$ cat src/rtl/sprite_ram_loader_if.sv
// Byte-stream and RAM write-port bundle for the sprite RAM loader.
// The master side is the loader itself: it accepts bytes from the host
// bridge and drives the RAM write port. The slave side is the host
// bridge plus the RAM it feeds.
interface sprite_ram_loader_if #(
    parameter int ADDR_W = 17,
    parameter int PIX_W  = 4
) ();
    logic              in_valid;
    logic              in_ready;
    logic [7:0]        in_byte;
    logic [ADDR_W-1:0] write_address;
    logic [PIX_W-1:0]  data_In;
    logic              we;

    modport master (
        input  in_valid,
        input  in_byte,
        output in_ready,
        output write_address,
        output data_In,
        output we
    );

    modport slave (
        output in_valid,
        output in_byte,
        input  in_ready,
        input  write_address,
        input  data_In,
        input  we
    );
endinterface

$ cat src/rtl/sprite_ram_loader.sv
// Write-side master for the 4-bit palette-index sprite/background RAMs.
// Each accepted byte is unpacked into two pixels (high nibble first) and
// written to consecutive RAM addresses inside a window that is checked
// against the RAM depth before any write is issued.
// All outputs come straight from flops; they are computed from the next
// state so they line up with the state they belong to.
module sprite_ram_loader #(
    parameter int ADDR_W = 17,
    parameter int DEPTH  = 69520,
    parameter int PIX_W  = 4
) (
    input  logic              Clk,
    input  logic              Reset,
    input  logic              start,
    input  logic [ADDR_W-1:0] base_addr,
    input  logic [ADDR_W:0]   num_pixels,
    sprite_ram_loader_if.master bus,
    output logic              busy,
    output logic              done,
    output logic              error
);

    typedef enum logic [2:0] {
        ST_IDLE  = 3'd0,
        ST_CHECK = 3'd1,
        ST_WAIT  = 3'd2,
        ST_WR_HI = 3'd3,
        ST_WR_LO = 3'd4,
        ST_FIN   = 3'd5
    } state_t;

    // Window end is compared two bits wider than an address so that
    // base + count can never overflow before the comparison.
    localparam logic [ADDR_W+1:0] DEPTH_LIM = (ADDR_W+2)'(DEPTH);
    localparam logic [ADDR_W:0]   REM_ONE   = (ADDR_W+1)'(1);
    localparam logic [ADDR_W:0]   REM_ZERO  = (ADDR_W+1)'(0);
    localparam logic [ADDR_W-1:0] ADDR_ONE  = ADDR_W'(1);

    state_t            state_r, state_s;
    logic [ADDR_W-1:0] cur_addr_r, cur_addr_s;
    logic [ADDR_W:0]   remaining_r, remaining_s;
    logic [7:0]        byte_r, byte_s;
    logic [ADDR_W-1:0] wr_addr_r, wr_addr_s;
    logic [PIX_W-1:0]  wr_data_r, wr_data_s;
    logic              we_r, we_s;
    logic              in_ready_r, in_ready_s;
    logic              busy_r, busy_s;
    logic              done_r, done_s;
    logic              error_r, error_s;
    logic [ADDR_W+1:0] win_end_s;

    assign win_end_s = {2'b00, cur_addr_r} + {1'b0, remaining_r};

    // Next-state and next-output logic for the load sequencer.
    always_comb begin
        state_s     = state_r;
        cur_addr_s  = cur_addr_r;
        remaining_s = remaining_r;
        byte_s      = byte_r;
        wr_addr_s   = wr_addr_r;
        wr_data_s   = wr_data_r;
        we_s        = 1'b0;
        error_s     = error_r;

        case (state_r)
            ST_IDLE: begin
                if (start) begin
                    cur_addr_s  = base_addr;
                    remaining_s = num_pixels;
                    error_s     = 1'b0;
                    state_s     = ST_CHECK;
                end else begin
                    state_s = ST_IDLE;
                end
            end
            ST_CHECK: begin
                if (win_end_s > DEPTH_LIM) begin
                    error_s = 1'b1;
                    state_s = ST_FIN;
                end else if (remaining_r == REM_ZERO) begin
                    state_s = ST_FIN;
                end else begin
                    state_s = ST_WAIT;
                end
            end
            ST_WAIT: begin
                // in_ready is high for the whole of this state, so a valid
                // byte here is a completed handshake.
                if (bus.in_valid) begin
                    byte_s    = bus.in_byte;
                    we_s      = 1'b1;
                    wr_addr_s = cur_addr_r;
                    wr_data_s = bus.in_byte[7:4];
                    state_s   = ST_WR_HI;
                end else begin
                    state_s = ST_WAIT;
                end
            end
            ST_WR_HI: begin
                cur_addr_s  = cur_addr_r + ADDR_ONE;
                remaining_s = remaining_r - REM_ONE;
                if (remaining_r == REM_ONE) begin
                    // Odd pixel count: the low nibble of the last byte is dropped.
                    state_s = ST_FIN;
                end else begin
                    we_s      = 1'b1;
                    wr_addr_s = cur_addr_r + ADDR_ONE;
                    wr_data_s = byte_r[3:0];
                    state_s   = ST_WR_LO;
                end
            end
            ST_WR_LO: begin
                cur_addr_s  = cur_addr_r + ADDR_ONE;
                remaining_s = remaining_r - REM_ONE;
                if (remaining_r == REM_ONE) begin
                    state_s = ST_FIN;
                end else begin
                    state_s = ST_WAIT;
                end
            end
            ST_FIN: begin
                state_s = ST_IDLE;
            end
            default: begin
                state_s = ST_IDLE;
            end
        endcase

        in_ready_s = (state_s == ST_WAIT);
        busy_s     = (state_s != ST_IDLE);
        done_s     = (state_s == ST_FIN);
    end

    // State, datapath and output registers; reset aborts any load at once.
    always_ff @(posedge Clk or posedge Reset) begin
        if (Reset) begin
            state_r     <= ST_IDLE;
            cur_addr_r  <= '0;
            remaining_r <= '0;
            byte_r      <= 8'h00;
            wr_addr_r   <= '0;
            wr_data_r   <= '0;
            we_r        <= 1'b0;
            in_ready_r  <= 1'b0;
            busy_r      <= 1'b0;
            done_r      <= 1'b0;
            error_r     <= 1'b0;
        end else begin
            state_r     <= state_s;
            cur_addr_r  <= cur_addr_s;
            remaining_r <= remaining_s;
            byte_r      <= byte_s;
            wr_addr_r   <= wr_addr_s;
            wr_data_r   <= wr_data_s;
            we_r        <= we_s;
            in_ready_r  <= in_ready_s;
            busy_r      <= busy_s;
            done_r      <= done_s;
            error_r     <= error_s;
        end
    end

    assign bus.in_ready      = in_ready_r;
    assign bus.write_address = wr_addr_r;
    assign bus.data_In       = wr_data_r;
    assign bus.we            = we_r;
    assign busy              = busy_r;
    assign done              = done_r;
    assign error             = error_r;

endmodule

$ cat src/flat_wrapper.sv
// flat-port wrapper written by rule: the top's interface ports become plain ports
module sprite_ram_loader_flat 
#(
    parameter int ADDR_W = 17,
    parameter int DEPTH  = 69520,
    parameter int PIX_W  = 4
)
  (Clk, Reset, start, base_addr, num_pixels, busy, done, error, bus_in_valid, bus_in_byte, bus_in_ready, bus_write_address, bus_data_In, bus_we);
  sprite_ram_loader_if #(.ADDR_W(ADDR_W), .PIX_W(PIX_W)) bus_i ();
  input  logic Clk;
  input  logic Reset;
  input  logic start;
  input  logic [ADDR_W-1:0] base_addr;
  input  logic [ADDR_W:0] num_pixels;
  output logic busy;
  output logic done;
  output logic error;
  input wire logic [$bits(bus_i.in_valid)-1:0] bus_in_valid;
  input wire logic [$bits(bus_i.in_byte)-1:0] bus_in_byte;
  output wire logic [$bits(bus_i.in_ready)-1:0] bus_in_ready;
  output wire logic [$bits(bus_i.write_address)-1:0] bus_write_address;
  output wire logic [$bits(bus_i.data_In)-1:0] bus_data_In;
  output wire logic [$bits(bus_i.we)-1:0] bus_we;
  assign bus_i.in_valid = bus_in_valid;
  assign bus_i.in_byte = bus_in_byte;
  assign bus_in_ready = bus_i.in_ready;
  assign bus_write_address = bus_i.write_address;
  assign bus_data_In = bus_i.data_In;
  assign bus_we = bus_i.we;
  sprite_ram_loader #(.ADDR_W(ADDR_W), .DEPTH(DEPTH), .PIX_W(PIX_W)) u_core (.Clk(Clk), .Reset(Reset), .start(start), .base_addr(base_addr), .num_pixels(num_pixels), .bus(bus_i), .busy(busy), .done(done), .error(error));
endmodule
$ cat config.mk
export PLATFORM = sky130hd
export DESIGN_NAME = sprite_ram_loader_flat
export DESIGN_NICKNAME = d
export VERILOG_FILES = /design/src/rtl/sprite_ram_loader_if.sv /design/src/rtl/sprite_ram_loader.sv /design/src/flat_wrapper.sv
export SDC_FILE = /design/constraint.sdc
export NUM_CORES = 1
export LEC_CHECK = 0
export ABC_AREA = 1
export BUFFER_PORTS_ARGS = -buffer_cell sky130_fd_sc_hd__buf_4
export CAP_MARGIN = 10
export CORE_UTILIZATION = 50
export DETAILED_ROUTE_END_ITERATION = 7
export HOLD_SLACK_MARGIN = 0.02
export PLACE_DENSITY = 0.8
export SETUP_SLACK_MARGIN = 0.05
export SLEW_MARGIN = 20
export SYNTH_ARGS = -nofsm -noshare
export SYNTH_HDL_FRONTEND = slang
export SYNTH_SLANG_ARGS = --single-unit
$ cat constraint.sdc
create_clock -name Clk -period 6.3 [get_ports Clk]
set_input_delay 0.945 -clock Clk [delete_from_list [all_inputs] [get_ports Clk]]
set_output_delay 0.945 -clock Clk [all_outputs]
set_load 0.02 [all_outputs]
Word level (Yosys, flattened, before mapping):

Index checks and enable logic that the tools add are counted.

* bits in registers: 68
* memory bits (read-only): 0
* output and inout bits: 26
* memories: 0
* input port bits: 47
* memory bits (writable): 0
* bits in latches: 0
* word-level logic and storage cells: 60

* divide/modulo/power cells: 0
* reductions and logical operators: 11
* shift-type cells: 0
* bitwise logic cells: 0
* $add $sub $neg: 3
* mux-type cells: 23
* $lt $le $gt $ge: 1
* multiply operators: 0
* eq/ne operators: 11

Operators with widths (number)
* $pmux 17 s2: 2
* $mux 17: 3
* $pmux 18 s2: 1
* $add 17x18->19: 1
* $gt 19x17->1 const B: 1
* $eq 18x1->1 const B: 1
* $logic_not 18->1: 1
* $mux 18: 1
* $sub 18x1->18 const B: 1
* $add 17x1->17 const B: 1
* $pmux 3 s5: 1
* $eq 3x2->1 const B: 3
* $mux 3: 3
* $mux 4: 2
* $pmux 4 s2: 1
* $mux 1: 7
* $eq 3x3->1 const B: 2
* $ne 2x2->1 const B: 3
* $reduce_and 3->1: 2
* $reduce_bool 2->1: 3
* $pmux 1 s2: 2
* $reduce_and 2->1: 2
* $eq 3x1->1 const B: 1
* $logic_not 3->1: 1
* 3 further kinds: 3

Logic depth before layout (Yosys ltp):

* word-level depth: 5
* mapped depth: 20
* mapped depth without buffers: 20

Worst setup path after synthesis:

Ideal clock, no wire load.

* path type: flip-flop to flip-flop
* start point: register u_core.remaining_r[0]
* end point: register u_core.done_r (netlist: u_core.done)
* path slack: 4.015 ns
* buffers on the path: 0
* arrival: 2.147 ns
* setup time: 0.138 ns
* clock period less this slack: 2.285 ns
* stages on the path, launching flop included: 20
* path through: dfrtp_1 ha_1 inv_1 fa_1 inv_1 nand3_1 nand2_1 nand2_2 nand2_2 nand3_2 nand2_1 nand2_1 nand2_1 nand2_1 nor2_1 nand2_1 nand2_2 nand3_2 nand2_2 o211ai_1

* word-level cells in the longest chain between the ends: 5

RTL lines
* start, declared: RTL line sprite_ram_loader.sv:41 `logic [ADDR_W:0] remaining_r, remaining_s;`
* start signal, assigned: RTL line sprite_ram_loader.sv:151 `remaining_r <= remaining_s;`
* $add 17x18->19 / $logic_not 18->1 (equally long branches): RTL line sprite_ram_loader.sv:52, sprite_ram_loader.sv:80
* $gt 19x17->1 / $mux 3 (equally long branches): RTL line sprite_ram_loader.sv:77, sprite_ram_loader.sv:80
* $mux 3: RTL line sprite_ram_loader.sv:77 `if (win_end_s > DEPTH_LIM) begin`
* $pmux 3 s5 (*): RTL line sprite_ram_loader.sv:65 `case (state_r)`
* $eq 3x3->1 (*): RTL line sprite_ram_loader.sv:131 `done_s = (state_s == ST_FIN);`
* net u_core.done_s: RTL line sprite_ram_loader.sv:48 `logic done_r, done_s;`
* end signal, assigned: RTL line sprite_ram_loader.sv:158 `done_r <= done_s;`
* end, declared: RTL line sprite_ram_loader.sv:48

Mark *: on every way through the listed nets, which the timed path passes. The rest lies on a longest branch.
A chain may end at the register's enable or synchronous reset.

Worst setup path after layout:

* start point: register u_core.state_r[0]
* end point: register u_core.remaining_r[10]

* word-level cells in the longest chain between the ends: 4

RTL lines
* start, declared: RTL line sprite_ram_loader.sv:39 `state_t state_r, state_s;`
* start signal, assigned: RTL line sprite_ram_loader.sv:149 `state_r <= state_s;`
* $eq 3x2->1 / $eq 3x3->1 (equally long branches): RTL line sprite_ram_loader.sv:65
* $reduce_or 2->1 (no line)
* $reduce_bool 2->1 (no line)
* $reduce_and 2->1 (no line)

Parallel ways exist; a longest one is shown, timed or not.

==> results.txt <==
- The flow ran to the end, and the final reports show no timing, DRC or antenna violations.
- Once detailed placement completed, the half-perimeter wirelength came to between 9000 and 10000 µm.
- With fillers left out, the area of the finished cells amounts to ~0.0057 mm².
- Total of warnings raised by yosys: 0
- Hold bufs inserted after CTS: 0
- Setup fix buffers added after clock tree synthesis: 0
- Sum of internal, switching and leakage power: around 3.5 mW
* Die span in x: around 100 µm
* Number of buffers added on ports: 72
* Seq cells post-synth: 68
* Boundary Pins: 73
- The cell count after synthesis came out at approximately 660.
- No sink is reached through more buffers than the 2 on the longest clock path.
* Number of hold violations in the final report: 0
- The number of slew-limit violations in the final report is 0.
- Clock tree synthesis inserted a total of 9 buffers.
- Area of the die: approximately 0.010 mm²
- Setup repair after global routing left no endpoint under its margin.
- Pre-antenna DRT Iters: 5
- Max-cap violations: 0
- IR Drop Worst-Case VDD: around 0.26 mV
- Once layout is complete, the cells apart from fillers number ~860.
* Placed instance area: 0.005439 mm²
* Aggregate negative setup slack: 0 ns
* Worst hold path depth: 2
- Gpl congestion: between 0.8 and 0.9
* Critical path capture point type: flop
* CTS-repair resized insts: 0
- For this run, design rule violations remaining after detail routing come to 0.
* Sequential share of the synthesized area: 0.3533
- Dpl cells: 846
* Clk sink count: 68
- Slew headroom: 0.3229
- Worst hold slack: 0.4893 ns
* Total nets after synthesis: 731
* Routed Antenna Nets: 0
- The worst setup path is launched from a flop.
* Yosys cell types: between 40 and 50
- GR Overflow Total: 0
- After synthesis, the share of flip-flops with an asynchronous set or reset is 1.000.
- Post-synth EDFFs: 0
- In the finished design, the share of the clock period the worst path needs comes to 0.4788.
- In the final layout, the multi-input gates occupy roughly 0.0027 mm².
* Effective utilization at floorplan: 0.5187
- Crit path time final: 3.017 ns
- Power spread over the standard cell area amounts to 617.5 mW/mm².
- Diodes inserted: 0
* Global-route wire length before repair: between 20000 and 25000 µm
- Critical path fanouts, max: between 40 and 50
- Class of the tightest hold or removal check: flop to flop
- CTS tree: yes
- In this run the static leakage power is ~2.8 nW.
- Total number of vias: approximately 4.7k
- Worst Max-Slew Pin Slew: between 1 and 1.5 ns
- Setup violations remaining at the end of the flow were counted as 0.
- Drt total wl: approximately 13000 µm
- Critical Path Source: u_core.state_r[0]
- At the later pin of the worst-skew pair, clock insertion delay measures about 0.36 ns.
* Vias per cell: about 5.5
- Proportion of layout cells with a drive suffix above 1: 0.1760
- Source of the worst register-to-register timing path: u_core.state_r[0]
- The sequential cells in the finished layout cover a total of around 0.0017 mm².
* Worst setup path category: flop to flop
- For this run, the top clock speed supported by timing is around 0.33 GHz.
* CTS H-tree lvls: 3
- Fill count: between 800 and 900
- Chip Height: 100.1 µm
- The worst hold path begins at u_core.bus.write_address[14].
- After the first detailed-routing iteration, the DRC count stood at 321.
- After synthesis the cells add up to a little under 0.005 mm².
- CTS placed an instance of sky130_fd_sc_hd__clkbuf_8 at the clock tree root.
- Net count of the finished layout: ~800
* Via count of the first global-routing pass: between 4k and 5k
* Arrival time of the worst setup path: ~3.3 ns
- In the final routed layout, each cell accounts on average for ~15 µm.
* Cell count of the worst reg-to-reg path: 10
- Compared with the post-synthesis result, the final layout area differs by 17.46%.
- The initialized floorplan defines 35 standard-cell rows.
- In this run the standard cell core region covers just over 0.009 mm².
- Required time of the critical path: around 6.6 ns
- Entering global routing, the biggest net connects slightly below 70 pins.
- Clock transition time at the flip-flop clock pins of the worst setup and hold paths: 0.07 ns
* Predominant post-synthesis flop cell: sky130_fd_sc_hd__dfrtp_1
* Global router's overall resource usage: 0.2645
- On the final layout, the worst clock skew is a little over 0.01 ns.
- A synthesized cell averages between 7 and 8 µm².
- The initial antenna violation count came to 0.
placed cells by master (no fill, tap or decap), types with 10 or more instances in the layout:
cell / Yosys / layout
sky130_fd_sc_hd__o21ai_0: 48 / 48
sky130_fd_sc_hd__nand3_1: 29 / 29
sky130_fd_sc_hd__nor2_1: 58 / 57
sky130_fd_sc_hd__nor3_1: 11 / 11
sky130_fd_sc_hd__nand2_1: 157 / 157
sky130_fd_sc_hd__xor2_1: 18 / 18
sky130_fd_sc_hd__dfrtp_1: 68 / 68
sky130_fd_sc_hd__buf_4: 1 / 75
sky130_fd_sc_hd__a21oi_1: 50 / 50
sky130_fd_sc_hd__ha_1: 20 / 20
sky130_fd_sc_hd__o211ai_1: 11 / 11
sky130_fd_sc_hd__inv_1: 77 / 75
sky130_fd_sc_hd__clkbuf_8: 0 / 10
where the power goes:
part	internal (mW)	switching [mW]	total, mW
clock	0.233	0.170	0.403
sequential	0.660	0.242	0.902
combinational	0.810	1.38	2.19
cell families (layout without fill, tap and decap cells):
family                     count (synthesis)  after routing  synth area share
xor gates and xnor gates                  21             21           0.03975
buffers and inverters                    102            172           0.08470
DFF                                       68             68            0.3533
muxes                                      4              4          0.009352
adders and majority gates                 21             21           0.05612
and+or+nand+nor                          300            300            0.2842
AOI/OAI and AO/OA                        147            147            0.1725
cells in the mapped netlist (2+ instances only):
cell | number | share of area
sky130_fd_sc_hd__nor3_2 | 4 | 0.0083
sky130_fd_sc_hd__mux2_2 | 4 | 0.0094
sky130_fd_sc_hd__inv_1 | 77 | 0.060
sky130_fd_sc_hd__dfrtp_1 | 68 | 0.35
sky130_fd_sc_hd__clkbuf_1 | 7 | 0.0055
sky130_fd_sc_hd__ha_1 | 20 | 0.052
sky130_fd_sc_hd__nor2_2 | 4 | 0.0052
sky130_fd_sc_hd__buf_2 | 11 | 0.011
sky130_fd_sc_hd__nand3_2 | 6 | 0.012
sky130_fd_sc_hd__a32o_1 | 2 | 0.0042
sky130_fd_sc_hd__a31oi_1 | 8 | 0.010
sky130_fd_sc_hd__o21bai_1 | 3 | 0.0047
sky130_fd_sc_hd__o22ai_1 | 9 | 0.012
sky130_fd_sc_hd__o21ai_0 | 48 | 0.050
sky130_fd_sc_hd__inv_2 | 4 | 0.0031
sky130_fd_sc_hd__nor2_1 | 58 | 0.045
sky130_fd_sc_hd__o21ai_1 | 7 | 0.0073
sky130_fd_sc_hd__nand3_1 | 29 | 0.030
sky130_fd_sc_hd__a21oi_1 | 50 | 0.052
sky130_fd_sc_hd__nor3_1 | 11 | 0.011
sky130_fd_sc_hd__nand4_1 | 9 | 0.012
sky130_fd_sc_hd__nand2_2 | 8 | 0.010
sky130_fd_sc_hd__nand3b_1 | 6 | 0.0094
sky130_fd_sc_hd__nor3_4 | 3 | 0.010
sky130_fd_sc_hd__o21a_1 | 7 | 0.011
sky130_fd_sc_hd__o211ai_1 | 11 | 0.017
sky130_fd_sc_hd__xor2_1 | 18 | 0.033
sky130_fd_sc_hd__nand2_1 | 157 | 0.12
sky130_fd_sc_hd__xnor2_1 | 2 | 0.0036
flip-flops by register name, summed over array words and instances (netlist names):
register                  count
u_core.done                   1
u_core.bus.data_In            4
u_core.bus.we                 1
u_core.state_r                3
u_core.bus.in_ready           1
u_core.cur_addr_r            17
u_core.busy                   1
u_core.byte_r                 4
u_core.error                  1
u_core.bus.write_address     17
u_core.remaining_r           18
final timing paths:
| kind | endpoint | slack [ns] |
|---|---|---|
| min in group asynchronous | u_core.bus.write_address[15] | 0.83 |
| max reg2reg | u_core.remaining_r[10] | 3.28 |
| max in group asynchronous | u_core.remaining_r[10] | 4.85 |
| min | u_core.bus.write_address[14] | 0.49 |
| max | u_core.remaining_r[10] | 3.28 |
| min reg2reg | u_core.bus.write_address[14] | 0.49 |
area by class of cell:
type,instances,share of cell area
Tap cell,129,0.02853
Clock buffer,12,0.02566
Sequential cell,68,0.3008
Inverter,81,0.05375
Timing Repair Buffer,75,0.09954
Multi-Input combinational cell,493,0.4789
Clock inverter,4,0.01283
layer usage:
metal,vias to the layer above,routed length (µm),share of wire,track usage
li1,2318,-,-,-
met1,2201,5308,0.42,0.3378
met2,161,6436,0.51,0.4531
met3,19,812,0.064,0.05432
met4,0,187,0.015,0.07692
met5,-,0,0,0
critical path, cell delays in order (launching register included):
cell,delay (ns)
sky130_fd_sc_hd__dfrtp_1,0.40
sky130_fd_sc_hd__inv_1,0.12
sky130_fd_sc_hd__nor3_4,0.12
sky130_fd_sc_hd__nor2_2,0.11
sky130_fd_sc_hd__buf_4,0.31
sky130_fd_sc_hd__inv_1,0.10
sky130_fd_sc_hd__nor2_1,0.78
sky130_fd_sc_hd__inv_2,0.54
sky130_fd_sc_hd__o21ai_0,0.21
sky130_fd_sc_hd__a32o_1,0.14
sky130_fd_sc_hd__inv_1,0.04
metrics by stage:
stage               worst slack [ns]    util
floorplan                      3.643       -
global placement               2.913  0.5858
detailed placement             2.749  0.5858
CTS                            3.036  0.6093
global route                   3.040  0.6093
finish                         3.283  0.6093
No activity file was read; power rests on OpenSTA's default activity.
